[src/rtl/urv_fetch_pkg.sv]
// Shared definitions for the uRV instruction fetch front end:
// NOP encoding and fetch FSM state encodings.
package urv_fetch_pkg;

   localparam logic [31:0] NOP_INSN = 32'h0000_0013;

   typedef enum logic [1:0] {
      ST_BOOT  = 2'd0,
      ST_RUN   = 2'd1,
      ST_DRAIN = 2'd2
   } fetch_state_e;

endpackage

[src/rtl/urv_fetch_if.sv]
// Fetch-unit bus bundle: instruction-memory port, decode-side output and execute redirect.
// Handshake: memory accepts a request on every cycle with im_rd_o=1 and answers in request order
// with im_valid_i; decode takes f_ir_o/f_pc_o on every cycle with f_valid_o=1 and f_stall_i=0.
interface urv_fetch_if;

   logic [31:0] im_addr_o;
   logic        im_rd_o;
   logic [31:0] im_data_i;
   logic        im_valid_i;
   logic        f_stall_i;
   logic        x_bra_i;
   logic [31:0] x_bra_target_i;
   logic [31:0] f_ir_o;
   logic [31:0] f_pc_o;
   logic        f_valid_o;

   modport master (
      output im_addr_o, im_rd_o, f_ir_o, f_pc_o, f_valid_o,
      input  im_data_i, im_valid_i, f_stall_i, x_bra_i, x_bra_target_i
   );

   modport slave (
      input  im_addr_o, im_rd_o, f_ir_o, f_pc_o, f_valid_o,
      output im_data_i, im_valid_i, f_stall_i, x_bra_i, x_bra_target_i
   );

endinterface

[src/rtl/urv_fetch_fifo.sv]
// Small synchronous FIFO with occupancy count and flush; used for the response skid buffer
// and for the PC tags of in-flight requests.
module urv_fetch_fifo #(
   parameter int g_depth = 2,
   parameter int g_width = 64
) (
   input  logic                         clk_i,
   input  logic                         rst_i,
   input  logic                         flush_i,
   input  logic                         push_i,
   input  logic                         pop_i,
   input  logic [g_width-1:0]           data_i,
   output logic [g_width-1:0]           data_o,
   output logic [$clog2(g_depth+1)-1:0] count_o
);

   localparam int PW = (g_depth > 1) ? $clog2(g_depth) : 1;
   localparam int CW = $clog2(g_depth + 1);

   logic [g_width-1:0] mem [g_depth];
   logic [PW-1:0]      rd_ptr, wr_ptr;
   logic               empty, full, do_push, do_pop;

   function automatic logic [PW-1:0] ptr_inc(input logic [PW-1:0] p);
      return (p == PW'(g_depth - 1)) ? '0 : p + PW'(1);
   endfunction

   // A push into a full FIFO is only honoured when a pop frees a slot in the same cycle.
   always_comb begin
      empty   = (count_o == '0);
      full    = (count_o == CW'(g_depth));
      do_pop  = pop_i && !flush_i && !empty;
      do_push = push_i && !flush_i && (!full || do_pop);
      data_o  = mem[rd_ptr];
   end

   always_ff @(posedge clk_i or posedge rst_i) begin
      if (rst_i) begin
         rd_ptr  <= '0;
         wr_ptr  <= '0;
         count_o <= '0;
      end else if (flush_i) begin
         rd_ptr  <= '0;
         wr_ptr  <= '0;
         count_o <= '0;
      end else begin
         if (do_push) wr_ptr <= ptr_inc(wr_ptr);
         if (do_pop)  rd_ptr <= ptr_inc(rd_ptr);
         count_o <= count_o + CW'(do_push) - CW'(do_pop);
      end
   end

   always_ff @(posedge clk_i) begin
      if (do_push) mem[wr_ptr] <= data_i;
   end

endmodule

[src/rtl/urv_fetch_unit.sv]
// Instruction fetch front end: issues in-order memory reads, tags responses with their PC,
// buffers them across decode stalls and discards responses made stale by a redirect.
module urv_fetch_unit
   import urv_fetch_pkg::*;
#(
   parameter logic [31:0] g_reset_vector    = 32'h0000_0000,
   parameter int          g_max_outstanding = 2
) (
   input  logic         clk_i,
   input  logic         rst_i,
   urv_fetch_if.master  bus,
   output fetch_state_e state_o
);

   localparam int            CW    = $clog2(g_max_outstanding + 1);
   localparam logic [CW:0]   MAX_V = g_max_outstanding[CW:0];
   localparam logic [31:0]   RST_PC = {g_reset_vector[31:2], 2'b00};

   fetch_state_e  state, state_nxt;
   logic [31:0]   pc;
   logic [CW-1:0] outstanding, outstanding_nxt, drop, drop_nxt;
   logic [CW-1:0] skid_count, pcq_count;
   logic [CW:0]   in_use;
   logic [63:0]   skid_dout;
   logic [31:0]   pcq_dout;
   logic          issue, resp_ok, resp_dec, advance, skid_push, skid_pop, bypass;

   assign bus.im_rd_o   = issue;
   assign bus.im_addr_o = pc;
   assign state_o       = state;

   // Buffered responses count against the request budget so the skid FIFO can never overflow.
   always_comb begin
      in_use    = {1'b0, outstanding} + {1'b0, skid_count};
      issue     = (state == ST_RUN) && !bus.x_bra_i && (in_use < MAX_V);
      resp_dec  = bus.im_valid_i && (outstanding != '0);
      resp_ok   = bus.im_valid_i && !bus.x_bra_i && (drop == '0) &&
                  (state != ST_BOOT) && (pcq_count != '0);
      advance   = !bus.f_stall_i || !bus.f_valid_o;
      skid_pop  = !bus.x_bra_i && advance && (skid_count != '0);
      bypass    = !bus.x_bra_i && advance && (skid_count == '0) && resp_ok;
      skid_push = resp_ok && !bypass;

      outstanding_nxt = outstanding + CW'(issue) - CW'(resp_dec);
      if (bus.x_bra_i)
         drop_nxt = outstanding - CW'(resp_dec);
      else if ((drop != '0) && bus.im_valid_i)
         drop_nxt = drop - CW'(1);
      else
         drop_nxt = drop;

      state_nxt = state;
      case (state)
         ST_BOOT:  state_nxt = ST_RUN;
         ST_RUN:   if (bus.x_bra_i && (drop_nxt != '0)) state_nxt = ST_DRAIN;
         ST_DRAIN: if (drop_nxt == '0) state_nxt = ST_RUN;
         default:  state_nxt = ST_BOOT;
      endcase
   end

   always_ff @(posedge clk_i or posedge rst_i) begin
      if (rst_i) begin
         state       <= ST_BOOT;
         pc          <= RST_PC;
         outstanding <= '0;
         drop        <= '0;
      end else begin
         state       <= state_nxt;
         outstanding <= outstanding_nxt;
         drop        <= drop_nxt;
         if (bus.x_bra_i)
            pc <= {bus.x_bra_target_i[31:2], 2'b00};
         else if (issue)
            pc <= pc + 32'd4;
      end
   end

   // Older buffered words always leave before a newly arrived response.
   always_ff @(posedge clk_i or posedge rst_i) begin
      if (rst_i) begin
         bus.f_valid_o <= 1'b0;
         bus.f_ir_o    <= NOP_INSN;
         bus.f_pc_o    <= '0;
      end else if (bus.x_bra_i) begin
         bus.f_valid_o <= 1'b0;
      end else if (advance) begin
         if (skid_pop) begin
            {bus.f_ir_o, bus.f_pc_o} <= skid_dout;
            bus.f_valid_o            <= 1'b1;
         end else if (bypass) begin
            bus.f_ir_o    <= bus.im_data_i;
            bus.f_pc_o    <= pcq_dout;
            bus.f_valid_o <= 1'b1;
         end else begin
            bus.f_valid_o <= 1'b0;
         end
      end
   end

   urv_fetch_fifo #(.g_depth(g_max_outstanding), .g_width(32)) u_pcq (
      .clk_i   (clk_i),
      .rst_i   (rst_i),
      .flush_i (bus.x_bra_i),
      .push_i  (issue),
      .pop_i   (resp_ok),
      .data_i  (pc),
      .data_o  (pcq_dout),
      .count_o (pcq_count)
   );

   urv_fetch_fifo #(.g_depth(g_max_outstanding), .g_width(64)) u_skid (
      .clk_i   (clk_i),
      .rst_i   (rst_i),
      .flush_i (bus.x_bra_i),
      .push_i  (skid_push),
      .pop_i   (skid_pop),
      .data_i  ({bus.im_data_i, pcq_dout}),
      .data_o  (skid_dout),
      .count_o (skid_count)
   );

endmodule

[src/flat_wrapper.sv]
// flat-port wrapper written by rule: the top's interface ports become plain ports
module urv_fetch_unit_flat import urv_fetch_pkg::*;
#(
   parameter logic [31:0] g_reset_vector    = 32'h0000_0000,
   parameter int          g_max_outstanding = 2
)
  (clk_i, rst_i, state_o, bus_im_addr_o, bus_im_rd_o, bus_f_ir_o, bus_f_pc_o, bus_f_valid_o, bus_im_data_i, bus_im_valid_i, bus_f_stall_i, bus_x_bra_i, bus_x_bra_target_i);
  urv_fetch_if bus_i ();
  input  logic clk_i;
  input  logic rst_i;
  output fetch_state_e state_o;
  output wire logic [$bits(bus_i.im_addr_o)-1:0] bus_im_addr_o;
  output wire logic [$bits(bus_i.im_rd_o)-1:0] bus_im_rd_o;
  output wire logic [$bits(bus_i.f_ir_o)-1:0] bus_f_ir_o;
  output wire logic [$bits(bus_i.f_pc_o)-1:0] bus_f_pc_o;
  output wire logic [$bits(bus_i.f_valid_o)-1:0] bus_f_valid_o;
  input wire logic [$bits(bus_i.im_data_i)-1:0] bus_im_data_i;
  input wire logic [$bits(bus_i.im_valid_i)-1:0] bus_im_valid_i;
  input wire logic [$bits(bus_i.f_stall_i)-1:0] bus_f_stall_i;
  input wire logic [$bits(bus_i.x_bra_i)-1:0] bus_x_bra_i;
  input wire logic [$bits(bus_i.x_bra_target_i)-1:0] bus_x_bra_target_i;
  assign bus_im_addr_o = bus_i.im_addr_o;
  assign bus_im_rd_o = bus_i.im_rd_o;
  assign bus_f_ir_o = bus_i.f_ir_o;
  assign bus_f_pc_o = bus_i.f_pc_o;
  assign bus_f_valid_o = bus_i.f_valid_o;
  assign bus_i.im_data_i = bus_im_data_i;
  assign bus_i.im_valid_i = bus_im_valid_i;
  assign bus_i.f_stall_i = bus_f_stall_i;
  assign bus_i.x_bra_i = bus_x_bra_i;
  assign bus_i.x_bra_target_i = bus_x_bra_target_i;
  urv_fetch_unit #(.g_reset_vector(g_reset_vector), .g_max_outstanding(g_max_outstanding)) u_core (.clk_i(clk_i), .rst_i(rst_i), .bus(bus_i), .state_o(state_o));
endmodule
[config.mk]
export PLATFORM = sky130hd
export DESIGN_NAME = urv_fetch_unit_flat
export DESIGN_NICKNAME = d
export VERILOG_FILES = /design/src/rtl/urv_fetch_pkg.sv /design/src/rtl/urv_fetch_if.sv /design/src/rtl/urv_fetch_fifo.sv /design/src/rtl/urv_fetch_unit.sv /design/src/flat_wrapper.sv
export SDC_FILE = /design/constraint.sdc
export NUM_CORES = 1
export LEC_CHECK = 0
export CAP_MARGIN = 30
export CORE_ASPECT_RATIO = 0.8
export CORE_MARGIN = 2
export CORE_UTILIZATION = 30
export CTS_BUF_LIST = sky130_fd_sc_hd__clkbuf_8
export DETAILED_ROUTE_END_ITERATION = 6
export DONT_BUFFER_PORTS = 1
export SYNTH_ARGS = -nofsm -noshare
export SYNTH_HDL_FRONTEND = slang
export SYNTH_SLANG_ARGS = --single-unit
[constraint.sdc]
create_clock -name clk_i -period 5.1 [get_ports clk_i]
set_input_delay 0.51 -clock clk_i [delete_from_list [all_inputs] [get_ports clk_i]]
set_output_delay 0.51 -clock clk_i [all_outputs]
set_load 0.02 [all_outputs]
# Word level (Yosys, flattened, before mapping)
# Memory sizes are Yosys's and may differ from the RTL's.
# Index checks and enable logic that the tools add are counted.
dict set report totals {
  output_inout_bits 100
  rom_bits 0
  inputBits 69
  ramBits 192
  elab_cells 123
  mem_count 2
  latchBits 0
  ff_bits 111
}
# memory depth width rd rd_ports_with_merged_regs wr line_no
set memory_table {}
lappend memory_table {u_core.u_skid.mem 2 64 1 0 1 urv_fetch_fifo.sv:20} ;# logic [g_width-1:0] mem [g_depth];
lappend memory_table {u_core.u_pcq.mem 2 32 1 0 1 urv_fetch_fifo.sv:20}
dict set report op_classes {
  div_mod_pow 0
  reduce_logical 53
  eq_ne 6
  bitwise_logic 1
  mux 33
  multipliers 0
  n_shift 0
  order_cmp 1
  add_sub_neg 14
}
# op n
set ops {}
lappend ops {{$mux W32} 6}
lappend ops {{$add A32 B3 Y32 const B} 1}
lappend ops {{$reduce_bool A2 Y1} 13}
lappend ops {{$logic_and A1 B1 Y1} 22}
lappend ops {{$mux W1} 20}
lappend ops {{$mux W2} 6}
lappend ops {{$logic_not A2 Y1} 5}
lappend ops {{$logic_not A1 Y1} 8}
lappend ops {{$sub A2 B1 Y2} 4}
lappend ops {{$add A2 B1 Y2} 3}
lappend ops {{$eq A2 B2 Y1 const B} 3}
lappend ops {{$pmux W2 S3} 1}
lappend ops {{$add A1 B1 Y1 const B} 4}
lappend ops {{$add A2 B2 Y3} 1}
lappend ops {{$logic_or A1 B1 Y1} 3}
lappend ops {{$lt A3 B2 Y1 const B} 1}
lappend ops {{$reduce_and A3 Y1} 1}
lappend ops {{$eq A2 B1 Y1 const B} 1}
lappend ops {{$ne A2 B1 Y1 const B} 1}
lappend ops {{$ne A2 B2 Y1 const B} 1}
lappend ops {{$reduce_and A2 Y1} 1}
lappend ops {{$sub A2 B1 Y2 const B} 1}
lappend ops {{$not A1 Y1} 1}

# Longest topological paths before layout
dict set report depth {
  word_depth 13
  depth_mapped 11
  depth_no_buf 11
}

# By module
# Synthesis repeated with hierarchy kept, for this count alone.
dict set report hier_totals {
  hier_cells 934
  area_unflattened_um2 12435.7
}
# module seq_area_each_um2 instances cells_each area_each_um2
set modules_own_cells {}
lappend modules_own_cells {urv_fetch_unit 2531.2 1 589 5056.1}
lappend modules_own_cells {{urv_fetch_fifo (u_core.u_skid)} 3943.8 1 222 4844.6}
lappend modules_own_cells {{urv_fetch_fifo (u_core.u_pcq)} 2021.9 1 123 2534.9}

# Worst setup path before layout
# No wires, ideal clock.
dict set report synth_timing {
  path_kind {register -> register}
  startpoint {register u_core.state[1] (netlist: u_core.state_o[1])}
  endpoint {memory u_core.u_skid.mem[0][10] (enable)}
  stages_incl_launch_ff 5
  setup_time_ps 482
  period_less_slack_ps 4315
  t_required_ps 4618
  arrival_ps 3833
  n_path_buf 0
  slack_ps 785
  path_cell_list {dfrtp_1 > o22ai_1 > nor3_2 > o21ai_0 > nor2_1}
}
dict set report synth_between {
  elab_chain_cells 10
}
# element line_no
set synth_lines {}
lappend synth_lines {{start, declared} urv_fetch_unit.sv:19} ;# fetch_state_e state, state_nxt;
lappend synth_lines {{start signal, assigned} urv_fetch_unit.sv:68} ;# state <= state_nxt;
lappend synth_lines {{$reduce_bool A2 Y1 (*)} urv_fetch_unit.sv:38} ;# (state != ST_BOOT) && (pcq_count != '0);
lappend synth_lines {{$logic_and A1 B1 Y1 (*)} urv_fetch_unit.sv:37} ;# resp_ok = bus.im_valid_i && !bus.x_bra_i && (drop == '0) &&
lappend synth_lines {{$logic_and A1 B1 Y1 (*)} urv_fetch_unit.sv:38}
lappend synth_lines {{$logic_and A1 B1 Y1} urv_fetch_unit.sv:41} ;# bypass = !bus.x_bra_i && advance && (skid_count == '0) && resp_ok;
lappend synth_lines {{$logic_not A1 Y1} urv_fetch_unit.sv:42} ;# skid_push = resp_ok && !bypass;
lappend synth_lines {{$logic_and A1 B1 Y1 (*)} urv_fetch_unit.sv:42}
lappend synth_lines {{$logic_and A1 B1 Y1 (*) (2 in a row)} urv_fetch_fifo.sv:33} ;# do_push = push_i && !flush_i && (!full || do_pop);
lappend synth_lines {{$mux W1 (*)} urv_fetch_fifo.sv:54} ;# if (do_push) mem[wr_ptr] <= data_i;
lappend synth_lines {{$mux W1 (not written as such) (*)} urv_fetch_fifo.sv:54}
lappend synth_lines {{end, declared} urv_fetch_fifo.sv:20}
# Mark *: on every way between the ends. The rest lies on a longest branch, timed or not.

# Final worst setup path
dict set report layout_timing {
  startpoint {register u_core.u_skid.count_o[0]}
  endpoint {memory u_core.u_pcq.mem[2][3] (netlist: u_core.u_pcq.mem[1][3]) (enable)}
}
dict set report layout_between {
  elab_chain_cells 7
}
# element line_no
set layout_lines {}
lappend layout_lines {{start, declared} urv_fetch_fifo.sv:14} ;# output logic [$clog2(g_depth+1)-1:0] count_o
lappend layout_lines {{start signal, assigned} urv_fetch_fifo.sv:49} ;# count_o <= count_o + CW'(do_push) - CW'(do_pop);
lappend layout_lines {{$add A2 B2 Y3} urv_fetch_unit.sv:34} ;# in_use = {1'b0, outstanding} + {1'b0, skid_count};
lappend layout_lines {{$lt A3 B2 Y1} urv_fetch_unit.sv:35} ;# issue = (state == ST_RUN) && !bus.x_bra_i && (in_use < MAX_V);
lappend layout_lines {{$logic_and A1 B1 Y1} urv_fetch_unit.sv:35}
lappend layout_lines {{$logic_and A1 B1 Y1 (2 in a row)} urv_fetch_fifo.sv:33}
lappend layout_lines {{$mux W1} urv_fetch_fifo.sv:54}
lappend layout_lines {{$mux W1 (not written as such)} urv_fetch_fifo.sv:54}
lappend layout_lines {{end, declared} urv_fetch_fifo.sv:20}
# Every way passes these cells.

==> impl_metrics.py <==
metrics = {
    "worst_setup_path": {
        "endpoint_kind": "flip-flop",
        "cp-endpoint": "u_core.u_pcq.mem[1][3]$_DFFE_PP_",
        "path_delay_family": "simple AND/OR/NAND/NOR gates",
        "arrival_ns": 3.64,
        "required_ns": 5.39,
        "path_max_fanout": 31,
        "worstPathCellList": "and2_1, fa_1, or4_4, inv_2, o21ai_0, nor2_4, buf_16",
        "cp_num_buf_inv": 2,
        "r2r_cells": 7,
        "worst-path-stages": 7,
        "reg2reg_slack_ns": 1.75,
        "crit_type": "reg2reg",
        "r2r_start": "u_core.u_skid.count_o[0]$_DFF_PP0_",
        "worstReg2RegEnd": "u_core.u_pcq.mem[1][3]$_DFFE_PP_",
        "crit_path_top_delay_cell": "or4_4",
        "worstSetupStartpointType": "flip-flop",
        "crit_path_max_incr_delay_ns": 0.73,
        "startpoint": "u_core.u_skid.count_o[0]$_DFF_PP0_",
    },
    "drt": {
        "vias_per_cell": 4.852,
        "wirelength_um": 30710,
        "drtPass1Iterations": 7,
        "routedWlPerCell_um": 20.17,
        "postRouteAntennaNets": 0,
        "drtIter0Drc": 597,
        "num_vias": 7385,
        "route.detailed.drc": 0,
    },
    "logic_synthesis": {
        "synth_cells": 878,
        "synth_ff_type": "edfxtp_1",
        "ys_seq_elements": 291,
        "synth_edf_count": 184,
        "synth_area_um2": 12140,
        "synth_area_per_cell_um2": 13.83,
        "synth_warnings": 0,
        "synth.distinct_cells": 56,
        "seq_area_frac_synth_pct": 67.58,
        "ys_async_sr_fraction_pct": 36.77,
    },
    "status": {
        "status": "finished clean",
    },
    "worst_hold_path": {
        "hp-class": "in2reg",
    },
    "timing": {
        "min_period_over_period_pct": 65.67,
        "final_max_slew_viol_count": 0,
        "worstMarginPinSlew_ns": 0.8822,
        "tns_ns": 0,
        "setup_viol": 0,
        "grt_setup_unrepaired": "false",
        "slew_headroom_pct": 40.56,
        "skew_ns": 0.02800,
        "finalHoldViolCount": 0,
        "final.min_clock_period_ns": 3.349,
        "fmax_ghz": 0.2986,
    },
    "flow_run": {
        "maxCapViolations": 0,
    },
    "cts": {
        "htree_levels": 2,
        "clk-insertion-delay-late_ns": 0.60,
        "clockBufferDepth": 3,
        "cts_tree": "done",
        "clk_root_buffer_cell": "clkbuf_8",
        "cts-buffers-inserted": 49,
        "path_clk_slew_ns": 0.07,
        "cts_num_sinks": 291,
    },
    "grt": {
        "grt_max_degree": 68,
        "grt_pass1_wl_um": 46800,
        "grt_pass1_vias": 7657,
        "groute.layer.met2.usage_pct": 22.95,
        "grt_use_total_pct": 14.52,
        "use_met1_pct": 19.47,
        "grt-busiest-layer": "met2",
        "grt_antenna_before_repair": 1,
        "grt_overflow": 0,
        "grt.met3_usage_pct": 4.001,
    },
    "floorplan": {
        "rows": 65,
        "core_um2": 39690,
        "start_util_pct": 30.60,
        "fp.dieW_um": 228.9,
        "die_h_um": 184.0,
        "num_io_pins": 169,
        "die_area_um2": 42120,
    },
    "final_layout": {
        "utilization_pct": 36.18,
        "syn2layout_area_growth_pct": 18.23,
        "nNetsFinal": 1023,
        "drive_above_1_share_pct": 14.11,
    },
    "pwr": {
        "power_density_nw_per_um2": 518.7,
        "leakagePower_nw": 5.073,
        "peakVddDrop_v": 0.0002585,
    },
    "placed_design": {
        "routabilityCongestion": 0.7523,
        "hpwl_um": 18890,
        "io_buffers": 0,
    },
}
registers in the layout, summed over array words and instances (netlist names):
name                   cells
u_core.u_pcq.count_o       2
u_core.u_skid.rd_ptr       1
u_core.bus.f_pc_o         30
u_core.u_skid.count_o      2
u_core.bus.im_addr_o      30
u_core.outstanding         2
u_core.u_pcq.rd_ptr        1
u_core.drop                2
u_core.u_skid.mem        124
u_core.u_pcq.mem          60
u_core.u_pcq.wr_ptr        1
u_core.bus.f_valid_o       1
u_core.u_skid.wr_ptr       1
u_core.bus.f_ir_o         32
u_core.state_o             2
what timing repair did:
item | in CTS | in global routing
resized for setup | 0 | 0
endpoints found under the hold margin | 125 | 0
hold buffers | 45 | 0
setup buffers | 0 | 0
power by group:
part / leakage (nW) / internal (W) / switching (W)
Sequential: 2.97 / 0.00301 / 0.000816
Clock: 0.608 / 0.00123 / 0.00100
Combinational: 1.49 / 0.000607 / 0.000789
cells in the final DEF (no fill, tap or decap), types with 9 or more instances in the layout:
master           n
clkbuf_8        60
nor2b_1         39
dlygate4sd3_1   45
nor2_1          25
o21ai_0         22
mux2_2          32
nand2_1        101
dfrtp_1        103
nand3_1         17
mux2i_1         94
a211oi_1        32
o211ai_1        11
buf_4           11
inv_1           35
a21oi_1         11
ha_1             9
nand4_1         11
a31oi_1         34
edfxtp_1       184
cells in the mapped netlist, types with 2 or more instances:
master	n	share of area [%]
xor2_1	3	0.22
a32oi_1	3	0.22
o211ai_1	11	0.68
o21ai_0	22	0.91
nand3_1	17	0.70
buf_6	4	0.37
nand4_1	11	0.57
buf_2	8	0.33
or4_1	2	0.12
nor4_1	4	0.21
dfrtp_1	104	21
a22oi_1	3	0.19
dfstp_2	3	0.65
buf_1	4	0.12
nand2_1	101	3.1
mux2_2	32	3.0
or3_1	4	0.21
o311ai_1	3	0.22
inv_1	19	0.59
nor2_1	29	0.90
o22ai_1	2	0.10
nand2b_1	3	0.15
nor3_4	2	0.27
nor3b_1	2	0.12
a31oi_1	34	1.8
clkbuf_1	27	0.83
a221o_1	4	0.33
buf_4	6	0.37
mux2i_1	94	7.7
xnor2_1	8	0.58
a21o_1	2	0.12
edfxtp_1	184	45
ha_1	9	0.93
nor3_1	8	0.33
a211oi_1	32	2.0
nor2b_1	39	2.0
and2_1	3	0.15
nand3b_1	4	0.25
a21oi_1	11	0.45
layer usage:
metal / vias to the layer above / routed length [µm]
met4: 0 / 575
met1: 3740 / 13980
li1: 3399 / -
met3: 49 / 1987
met5: - / 0
met2: 197 / 14160
worst register-to-register path, delay by kind of cell (launching register included):
| kind | cells | cell delay (ns) |
|---|---|---|
| compound gates | 1 | 0.31 |
| fa+ha+maj | 1 | 0.44 |
| simple gates | 3 | 1.51 |
| buf+inv | 2 | 0.38 |
| flops | 1 | 0.43 |
cell families (layout without fill, tap and decap cells):
group           count (synthesis)  in the layout  synth area share [%]
simple gates                  236            236                 9.798
xor+xnor                       11             11                0.7934
buf+inv                        70            174                 2.679
mux                           126            126                 10.72
compound gates                133            133                 7.315
other cells                     1              5               0.03088
flops                         291            291                 67.58
fa+ha+maj                      10             10                 1.092
how the worst min path moves through the flow:
stage                                            start                                    to  slack, ns  cells after the start
floorplan           u_core.u_skid.mem[0][30]$_DFFE_PP_     u_core.bus.f_pc_o[30]$_DFFE_PP0P_       0.51                      2
global placement     u_core.u_skid.mem[0][9]$_DFFE_PP_      u_core.bus.f_pc_o[9]$_DFFE_PP0P_       0.52                      2
detailed placement  u_core.u_skid.mem[0][29]$_DFFE_PP_     u_core.bus.f_pc_o[29]$_DFFE_PP0P_       0.53                      2
CTS                             bus_x_bra_target_i[18]  u_core.bus.im_addr_o[18]$_DFFE_PP0N_     0.0007                      2
global route                          bus_im_data_i[7]      u_core.bus.f_ir_o[7]$_DFFE_PP0P_      0.007                      2
finish                                     bus_x_bra_i              u_core.drop[1]$_DFF_PP0_       0.05                      1
cell type report:
| class | count | area [µm²] |
|---|---|---|
| flip-flops and latches | 291 | 8210 |
| multi-input cells | 520 | 3667 |
| clock buffers | 60 | 825.8 |
| repair buffers | 61 | 663.1 |
| inverters | 21 | 81.33 |
| well taps | 536 | 670.6 |
| diodes | 1 | 2.502 |
| clock inverters | 32 | 236.5 |
| fillers | 3879 | 25330 |
stage by stage:
stage | total power, W | hold WS (ns) | setup slack, ns | std cells | area, µm²
floorplan | 0.004754 | 0.5088 | 0.7846 | 881 | 12160
global placement | 0.005163 | 0.5165 | 1.629 | 1379 | 12710
detailed placement | 0.005255 | 0.5339 | 1.737 | 1383 | 12820
CTS | 0.007557 | 0.0007482 | 1.722 | 1520 | 14340
global route | 0.007875 | 0.006600 | 1.584 | 1522 | 14360
finish | 0.007448 | 0.05359 | 1.751 | 1522 | 14360
No activity file was read; power rests on OpenSTA's default activity.
